===== config.mk =====
export PLATFORM = sky130hd
export DESIGN_NAME = composite_encoder
export DESIGN_NICKNAME = d
export VERILOG_FILES = /design/src/rtl/composite_pkg.sv /design/src/rtl/composite_sin_lut.sv /design/src/rtl/composite_encoder.sv
export SDC_FILE = /design/constraint.sdc
export NUM_CORES = 1
export LEC_CHECK = 0
export CORE_ASPECT_RATIO = 2
export CORE_UTILIZATION = 60
export DETAILED_ROUTE_END_ITERATION = 6
export GPL_TIMING_DRIVEN = 0
export PLACE_DENSITY = 0.77
export SLEW_MARGIN = 15
export SYNTH_ARGS = -nofsm -noshare
export SYNTH_HDL_FRONTEND = slang
export SYNTH_SLANG_ARGS = --single-unit

===== constraint.sdc =====
create_clock -name clk -period 7.7 [get_ports clk]
set_input_delay 0.77 -clock clk [delete_from_list [all_inputs] [get_ports clk]]
set_output_delay 0.77 -clock clk [all_outputs]
set_load 0.02 [all_outputs]

===== src/rtl/composite_pkg.sv =====
// Shared constants for the composite encoder: YIQ coefficients, levels, defaults.
// Pipeline depth depends on COMPOSITE_CHROMA_FILTER_EN.
package composite_pkg;

  // YIQ matrix, magnitudes only; signs are applied where the sums are formed
  localparam int K_YR = 77;
  localparam int K_YG = 150;
  localparam int K_YB = 29;
  localparam int K_IR = 153;
  localparam int K_IG = 70;
  localparam int K_IB = 82;
  localparam int K_QR = 54;
  localparam int K_QG = 134;
  localparam int K_QB = 80;

  localparam logic [23:0] DEF_PHASE_INC   = 24'd2403537;
  localparam logic [7:0]  DEF_LUMA_GAIN   = 8'd45;
  localparam logic [7:0]  DEF_BURST_AMP   = 8'd12;
  localparam logic [5:0]  LVL_BLANK       = 6'd18;
  localparam logic [5:0]  LVL_CHROMA_ZERO = 6'd32;
  localparam logic [5:0]  LVL_SYNC        = 6'd0;

`ifdef COMPOSITE_CHROMA_FILTER_EN
  localparam int unsigned PIPE_LAT = 5;
`else
  localparam int unsigned PIPE_LAT = 4;
`endif

  typedef struct packed {
    logic active;
    logic burst;
    logic sync_n;
  } ctrl_t;

  localparam ctrl_t CTRL_RST = '{active: 1'b0, burst: 1'b0, sync_n: 1'b1};

  function automatic logic [5:0] sat6(input logic signed [31:0] v);
    if (v < 0)  return '0;
    if (v > 63) return '1;
    return v[5:0];
  endfunction

endpackage


===== src/rtl/composite_sin_lut.sv =====
// Registered sin/cos lookup: 64-entry quarter-wave ROM mirrored to 256 points, amplitude 127.
module composite_sin_lut (
  input  logic              clk,
  input  logic              rst,
  input  logic [7:0]        i_idx,
  output logic signed [7:0] o_sin,
  output logic signed [7:0] o_cos
);

  localparam logic [6:0] QW [64] = '{
      7'd0,   7'd3,   7'd6,   7'd9,   7'd12,  7'd16,  7'd19,  7'd22,
      7'd25,  7'd28,  7'd31,  7'd34,  7'd37,  7'd40,  7'd43,  7'd46,
      7'd49,  7'd51,  7'd54,  7'd57,  7'd60,  7'd63,  7'd65,  7'd68,
      7'd71,  7'd73,  7'd76,  7'd78,  7'd81,  7'd83,  7'd85,  7'd88,
      7'd90,  7'd92,  7'd94,  7'd96,  7'd98,  7'd100, 7'd102, 7'd104,
      7'd106, 7'd107, 7'd109, 7'd111, 7'd112, 7'd113, 7'd115, 7'd116,
      7'd117, 7'd118, 7'd120, 7'd121, 7'd122, 7'd122, 7'd123, 7'd124,
      7'd125, 7'd125, 7'd126, 7'd126, 7'd126, 7'd127, 7'd127, 7'd127};

  // Quadrant 1 mirrors as 64-k; k=64 (the 90 degree point) lies past the ROM and is the peak
  function automatic logic signed [7:0] sin_at(input logic [7:0] k);
    logic [6:0] m;
    logic [6:0] mag;
    m   = k[6] ? (7'd64 - {1'b0, k[5:0]}) : {1'b0, k[5:0]};
    mag = m[6] ? 7'd127 : QW[m[5:0]];
    return k[7] ? -$signed({1'b0, mag}) : $signed({1'b0, mag});
  endfunction

  logic [7:0] w_cos_idx;
  assign w_cos_idx = i_idx + 8'd64;

  always_ff @(posedge clk or posedge rst) begin
    if (rst) begin
      o_sin <= '0;
      o_cos <= '0;
    end else begin
      o_sin <= sin_at(i_idx);
      o_cos <= sin_at(w_cos_idx);
    end
  end

endmodule


===== src/rtl/composite_encoder.sv =====
// NTSC composite encoder: per-clock RGB + timing -> 6-bit luma/chroma DAC codes.
// Define COMPOSITE_CHROMA_FILTER_EN to add a [1 2 1]/4 I/Q low-pass stage (latency 5).
module composite_encoder
  import composite_pkg::*;
#(
  parameter logic [23:0] PHASE_INC   = DEF_PHASE_INC,
  parameter logic [5:0]  BLANK_LEVEL = LVL_BLANK,
  parameter logic [7:0]  LUMA_GAIN   = DEF_LUMA_GAIN,
  parameter logic [7:0]  BURST_AMP   = DEF_BURST_AMP,
  parameter logic [5:0]  CHROMA_ZERO = LVL_CHROMA_ZERO
) (
  input  logic       clk,
  input  logic       rst,
  input  logic [3:0] r,
  input  logic [3:0] g,
  input  logic [3:0] b,
  input  logic       active,
  input  logic       color_burst,
  input  logic       sync_n,
  output logic [5:0] luma,
  output logic [5:0] chroma
);

  logic [23:0]        r_phase;
  logic [3:0]         r_r, r_g, r_b;
  logic [11:0]        r_ysum, r_y3;
  logic signed [12:0] r_i, r_q, r_i3, r_q3;
  ctrl_t              r_ctl [PIPE_LAT-1];

  logic [11:0]        w_ysum, w_yc;
  logic signed [12:0] w_i, w_q, w_ic, w_qc;
  logic signed [7:0]  w_sin, w_cos;
  logic signed [21:0] w_c;
  logic signed [31:0] w_luma_act, w_chroma_act, w_burst;
  logic [5:0]         w_luma, w_chroma;
  ctrl_t              w_ctl_o;

  always_ff @(posedge clk or posedge rst) begin
    if (rst) r_phase <= '0;
    else     r_phase <= r_phase + PHASE_INC;
  end

  always_ff @(posedge clk or posedge rst) begin
    if (rst) begin
      for (int unsigned j = 0; j < PIPE_LAT-1; j++) r_ctl[j] <= CTRL_RST;
    end else begin
      r_ctl[0] <= '{active: active, burst: color_burst, sync_n: sync_n};
      for (int unsigned j = 1; j < PIPE_LAT-1; j++) r_ctl[j] <= r_ctl[j-1];
    end
  end

  always_comb begin
    w_ysum = 12'(K_YR*int'(r_r) + K_YG*int'(r_g) + K_YB*int'(r_b));
    w_i    = 13'(K_IR*int'(r_r) - K_IG*int'(r_g) - K_IB*int'(r_b));
    w_q    = 13'(K_QR*int'(r_r) - K_QG*int'(r_g) + K_QB*int'(r_b));
  end

  always_ff @(posedge clk or posedge rst) begin
    if (rst) begin
      r_r    <= '0;
      r_g    <= '0;
      r_b    <= '0;
      r_ysum <= '0;
      r_i    <= '0;
      r_q    <= '0;
    end else begin
      r_r    <= r;
      r_g    <= g;
      r_b    <= b;
      r_ysum <= w_ysum;
      r_i    <= w_i;
      r_q    <= w_q;
    end
  end

`ifdef COMPOSITE_CHROMA_FILTER_EN
  logic signed [12:0] r_ih1, r_ih2, r_qh1, r_qh2, r_if, r_qf;
  logic [11:0]        r_yf;

  // r_ctl[1] is the control word travelling alongside r_i/r_q at this edge
  always_ff @(posedge clk or posedge rst) begin
    if (rst) begin
      r_ih1 <= '0;
      r_ih2 <= '0;
      r_qh1 <= '0;
      r_qh2 <= '0;
      r_if  <= '0;
      r_qf  <= '0;
      r_yf  <= '0;
    end else begin
      r_if <= 13'((int'(r_i) + 2*int'(r_ih1) + int'(r_ih2)) >>> 2);
      r_qf <= 13'((int'(r_q) + 2*int'(r_qh1) + int'(r_qh2)) >>> 2);
      r_yf <= r_ysum;
      if (r_ctl[1].active) begin
        r_ih1 <= r_i;
        r_ih2 <= r_ih1;
        r_qh1 <= r_q;
        r_qh2 <= r_qh1;
      end else begin
        r_ih1 <= '0;
        r_ih2 <= '0;
        r_qh1 <= '0;
        r_qh2 <= '0;
      end
    end
  end

  assign w_ic = r_if;
  assign w_qc = r_qf;
  assign w_yc = r_yf;
`else
  assign w_ic = r_i;
  assign w_qc = r_q;
  assign w_yc = r_ysum;
`endif

  composite_sin_lut u_lut (
    .clk   (clk),
    .rst   (rst),
    .i_idx (r_phase[23:16]),
    .o_sin (w_sin),
    .o_cos (w_cos)
  );

  always_ff @(posedge clk or posedge rst) begin
    if (rst) begin
      r_y3 <= '0;
      r_i3 <= '0;
      r_q3 <= '0;
    end else begin
      r_y3 <= w_yc;
      r_i3 <= w_ic;
      r_q3 <= w_qc;
    end
  end

  always_comb begin
    w_ctl_o      = r_ctl[PIPE_LAT-2];
    w_c          = 22'(int'(r_i3)*int'(w_cos) + int'(r_q3)*int'(w_sin));
    w_luma_act   = int'(BLANK_LEVEL) + ((int'(r_y3) * int'(LUMA_GAIN)) >>> 12);
    w_chroma_act = int'(CHROMA_ZERO) + int'(w_c >>> 14);
    w_burst      = int'(CHROMA_ZERO) - ((int'(BURST_AMP) * int'(w_sin)) >>> 7);
    w_luma       = BLANK_LEVEL;
    w_chroma     = CHROMA_ZERO;
    if (!w_ctl_o.sync_n)     w_luma = LVL_SYNC;
    else if (w_ctl_o.active) w_luma = sat6(w_luma_act);
    if (w_ctl_o.active)      w_chroma = sat6(w_chroma_act);
    else if (w_ctl_o.burst)  w_chroma = sat6(w_burst);
  end

  always_ff @(posedge clk or posedge rst) begin
    if (rst) begin
      luma   <= '0;
      chroma <= CHROMA_ZERO;
    end else begin
      luma   <= w_luma;
      chroma <= w_chroma;
    end
  end

endmodule

---- Word level (Yosys, flattened, before mapping) ----
Memory sizes are Yosys's and may differ from the RTL's.
Cells that the tools add are included.
word-level totals
  input port bits ......................... 17
  bits in read-only memories .............. 896
  memories kept ........................... 2
  word-level logic and storage cells ...... 109
  output and inout bits ................... 12
  bits in registers ....................... 149
cells by class
  magnitude comparators ................... 8
  multiplexer cells ....................... 45
  $add $sub $neg .......................... 16
  bitwise logic cells ..................... 2
  $mul .................................... 13
memories
  memory            words  bits a word  rd ports  clocked after memory_dff  write ports  RTL line                 source
  (name not given)  64     7            1         0                         0            composite_sin_lut.sv:25  mag = m[6] ? 7'd127 : QW[m[5:0]];
  (name not given)  64     7            1         0                         0            composite_sin_lut.sv:25
operators with widths
  operator                                                               number
  6-bit 2-to-1 mux                                                       16
  7-bit 2-to-1 mux                                                       8
  13-bit by 8-bit multiplier with 21-bit output                          2
  7-bit by 4-bit multiplier with 11-bit output (first input constant)    3
  24-bit by 22-bit adder with 24-bit output (second input constant)      1
  21-bit by 21-bit adder with 22-bit output                              1
  6-bit by 4-bit multiplier with 10-bit output (first input constant)    2
  1-bit 2-to-1 mux                                                       19
  12-bit by 6-bit multiplier with 18-bit output (second input constant)  1
  5-bit by 4-bit multiplier with 9-bit output (first input constant)     2
  8-bit 2-to-1 mux                                                       2
  7-bit negator with 8-bit output                                        2
  7-bit >= comparator (second input constant)                            2
  6-bit inverter with 7-bit output                                       2
  7-bit by 6-bit subtractor with 7-bit output (first input constant)     2
  13-bit by 12-bit adder with 13-bit output                              1
  10-bit by 12-bit subtractor with 13-bit output                         1
  12-bit by 11-bit subtractor with 13-bit output                         1
  13-bit by 12-bit subtractor with 13-bit output                         1
  11-bit by 12-bit adder with 12-bit output                              1
  12-bit by 9-bit adder with 12-bit output                               1
  8-bit by 4-bit multiplier with 12-bit output (first input constant)    1
  3-bit by 8-bit multiplier with 11-bit output (first input constant)    1
  7-bit by 8-bit adder with 9-bit output (first input constant)          1
  10 further kinds                                                       10

---- Logic depth before layout (Yosys ltp) ----
  depth after elaboration ................. 13
  mapped depth ............................ 23
  depth with buffers taken out ............ 23

---- Cells and area by module ----
From an unflattened synthesis, not the netlist that was laid out.
second synthesis, totals
  cell total of the unflattened synthesis .. 2,000
  area total of the unflattened synthesis .. 19,398.6 µm²
modules (own cells, without submodules)
  module             area an instance (µm²)  cells each  instances
  composite_encoder  16,623.4                1,634       1
  composite_sin_lut  2,775.2                 366         1

---- Worst setup path after synthesis ----
No wires, ideal clock.
  kind .................................... flip-flop to flip-flop
  start point ............................. reg u_lut.o_sin[7]
  end point ............................... reg chroma[3]
  stages on the path, launching flop included .. 24
  slack ................................... 1.149 ns
  library setup time ...................... 0.141 ns
  arrival time ............................ 6.410 ns
  path buffers ............................ 1
  required time ........................... 7.559 ns
  path through ............................ dfrtp_1 > inv_1 > clkbuf_1 > nor2_1 > fa_1 > inv_1 > fa_1 > inv_1 > fa_1 > fa_1 > fa_1 > inv_1 > fa_1 > inv_1 > ha_1 > a211oi_1 > nor3_1 > a2111oi_2 > a211oi_4 > a31oi_2 > o21ai_1 > o21a_1 > o31ai_4 > o221ai_1
between the ends
  word-level cells in the longest chain between the ends .. 11
  elaborated cells on any way between the ends .. 29
  classes of those cells .................. add/sub: 3; mul: 2; order compare: 4; mux: 20
RTL lines
  item                                                                                                RTL line                  source
  start, declared                                                                                     composite_sin_lut.sv:6    output logic signed [7:0] o_sin,
  start signal, assigned                                                                              composite_sin_lut.sv:37   o_sin <= sin_at(i_idx);
  parallel branches: the longest is 10 deep, another holds 21-bit by 21-bit adder with 22-bit output  --
  6-bit 2-to-1 mux (*)                                                                                composite_encoder.sv:147  if (w_ctl_o.active) w_chroma = sat6(w_chroma_act);
  net w_chroma[3]                                                                                     composite_encoder.sv:35   logic [5:0] w_luma, w_chroma;
  end signal, assigned                                                                                composite_encoder.sv:157  chroma <= w_chroma;
  end, declared                                                                                       composite_encoder.sv:21   output logic [5:0] chroma
Mark *: on every way through the listed nets, which the timed path passes. The select of a mux whose other input is x is not followed.

---- Worst setup path in the final report ----
Same ends and word-level chain as after synthesis.

==> results_dict.tcl <==
set metrics [dict create \
    final_cell_mix "inv_1, fa_1, ha_1" \
    final-hold-violation-count 0 \
    finalSetupTns_ns 0 \
    fin_crit_sh_pct 96.2 \
    numCtsBuffers 17 \
    yosysSeqAreaShare_pct 19.3 \
    firstDrtPassIters 5 \
    cts.reportedPaths.clkPinSlew_ns 0.07 \
    syn_nets 2467 \
    grt_pass1_vias 15049 \
    detail-route-antenna-nets 0 \
    startpoint "u_lut.o_sin[7]" \
    period_needed_ns 7.40 \
    start_kind "flop" \
    die_w_um 128 \
    vias 13915 \
    htree_levels 4 \
    cts_tree "built" \
    synth_area_leaders "fa_1, dfrtp_1, ha_1" \
    synth.cell_area_mm2 0.0191 \
    n_antenna_cell 0 \
    slew_headroom_pct 44.8 \
    area_growth_pct 7.77 \
    cts_sinks 147 \
    syn_area_per_cell_um2 9.72 \
    drt-vias-per-instance 5.69 \
    r2r-start "u_lut.o_sin[7]" \
    port_buffers 28 \
    final_util_pct 65.3 \
    die-area_mm2 0.0325 \
    routed_wl_um 45400 \
    status "finished clean" \
    num_rows 92 \
    critPathMaxFanout 10 \
    synth-async-reset-ratio_pct 100 \
    ys_ff_latch 147 \
    grt_overflow 0 \
    routedWlPerCell_um 18.6 \
    drive_gt1_share_pct 4.60 \
    clock_latency_ns 0.45 \
    required_ns 8.03 \
    route.detailed.drc 0 \
    yosys.area.top_type "fa_1" \
    root_buffer "clkbuf_16" \
    synth-main-ff-cell "dfrtp_1" \
    reg2reg_to "chroma[3]" \
    slew_violations 0 \
    cp-endpoint "chroma[3]" \
    syn-instance-count 1960 \
    place_congestion 0.972 \
    first_iter_violations 682 \
    ys_warn_count 0 \
    cp.arrival_ns 7.74 \
    grt_start_max_net_pins 86 \
    synth_cell_types 92 \
    dpl.hpwl_um 37900 \
    fin_skew_ns 0.0148 \
    die_height_um 254 \
    hp-class "flop to flop" \
    synth-edff-count 0 \
    antenna_found_initial 0 \
    timing_worst_slew_pin_value_ns 0.823 \
    grt_pass1_wl_um 73800 \
    io_pins 29 \
    critPathKind "flop to flop" \
    critPathCaptureType "flop" \
    maxCapViolations 0 \
    start_util_pct 60.6 \
    track_usage_pct 30.1 \
    whs_ns 0.337 \
    synth_top_cell_area_share_pct 28.5 \
    clock.fmax_mhz 135 \
    final_nets 2517 \
    reg2reg_depth 21 \
    mostFrequentLayoutCell "inv_1" \
    worst-r2r-setup-slack_ns 0.30 \
    core_area_mm2 0.0314 \
    setup_viol 0 \
    clock_path_buffers 2 \
]
what timing repair did:
action | CTS | global route
buffers inserted | 0 | 3
gates resized for setup | 1 | 2
pin swaps | 0 | 0
setup endpoints to repair | 6 | 6
hold buffers | 0 | 0
cells in the mapped netlist (all sizes together) (3+ instances only):
cell type and count:
a21oi 64, a31o 4, dfstp 4, nor2 78, xor2 39, o211a 4, inv 415, o21bai 14
a32oi 3, o21ai 55, o22ai 4, o32ai 3, and3 5, a21o 19, nor2b 15, o221ai 7
dfrtp 143, mux2i 5, o41ai 3, nand3 26, o21a 9, a211oi 11, nor4 3, or3 5
nand4 11, clkbuf 35, fa 271, ha 219, nand2b 21, and2 100, o211ai 11, or2 6
a31oi 24, nor3 20, o31a 4, buf 22, a22oi 6, xnor2 87, a311oi 6, nand2 131
o31ai 8
worst min-delay path by stage:
stage                  start        to  slack (ns)  cells past startpoint
finish              r_ctl[5]  r_ctl[2]        0.34                      0
global route          r_q[9]   r_q3[9]        0.35                      0
CTS                 r_ctl[5]  r_ctl[2]        0.34                      0
detailed placement  r_ctl[4]  r_ctl[1]        0.33                      0
global placement    r_ctl[8]  r_ctl[5]        0.33                      0
floorplan           r_ctl[4]  r_ctl[1]        0.33                      0
stage by stage:
| stage | std cells | worst slack (ns) | area [um2] |
|---|---|---|---|
| after detailed placement | 2412 | -0.229 | 19900 |
| after global routing | 2444 | -0.00492 | 20500 |
| after CTS | 2441 | 0.153 | 20500 |
| after floorplan | 1960 | 1.15 | 19100 |
| final | 2444 | 0.295 | 20500 |
| after global placement | 2411 | -0.154 | 19900 |
per-layer routing:
metal	wire (um)	global-route usage (%)
met1	14700	28.7
met2	25500	57.3
met3	1420	3.39
met4	3770	23.6
met5	0	0
flip-flops by register name, summed over array words and instances (netlist names):
register	cells
r_phase	24
r_ysum	12
r_i3	13
u_lut.o_sin	8
r_q3	12
r_q	12
r_i	13
r_g	4
r_b	4
r_ctl	9
luma	6
r_y3	12
chroma	6
r_r	4
u_lut.o_cos	8
final cells by class:
type / count / area [um2]
Sequential cell: 147 / 3680
Inverter: 416 / 1570
Tap cell: 423 / 529
Buffer: 57 / 265
Fill cell: 2499 / 10900
Multi-Input combinational cell: 1339 / 13600
Timing Repair Buffer: 32 / 330
Clock buffer: 18 / 429
Clock inverter: 12 / 170
critical path, cell delays in order (launching register included):
cell        delay (ns)
dfrtp_1           0.75
clkinvlp_4        0.18
buf_4             0.21
nor2_1            0.18
fa_1              0.46
fa_1              0.52
fa_1              0.54
fa_1              0.55
fa_1              0.55
inv_1             0.06
fa_1              0.53
inv_1             0.04
ha_1              0.30
a211oi_1          0.29
nor3_1            0.17
a2111oi_4         0.52
a211oi_4          0.15
a31oi_2           0.31
o21ai_1           0.14
nor3_1            0.39
o31ai_4           0.14
o221ai_1          0.29
kinds of logic (layout without fill, tap and decap cells):
group                      Yosys count  count (layout)  synth area share (%)
AOI/OAI and AO/OA                  278             278                  10.2
DFF                                147             147                  19.3
and+or+nand+nor                    438             438                  11.8
muxes                                7               7                 0.381
buffers and inverters              474             535                  9.61
adders and majority gates          490             490                  42.9
xor gates and xnor gates           126             126                  5.87
Power is left out: the tool's default activity adds up to more than one toggle a clock period on the data nets, which glitch-free logic cannot reach.
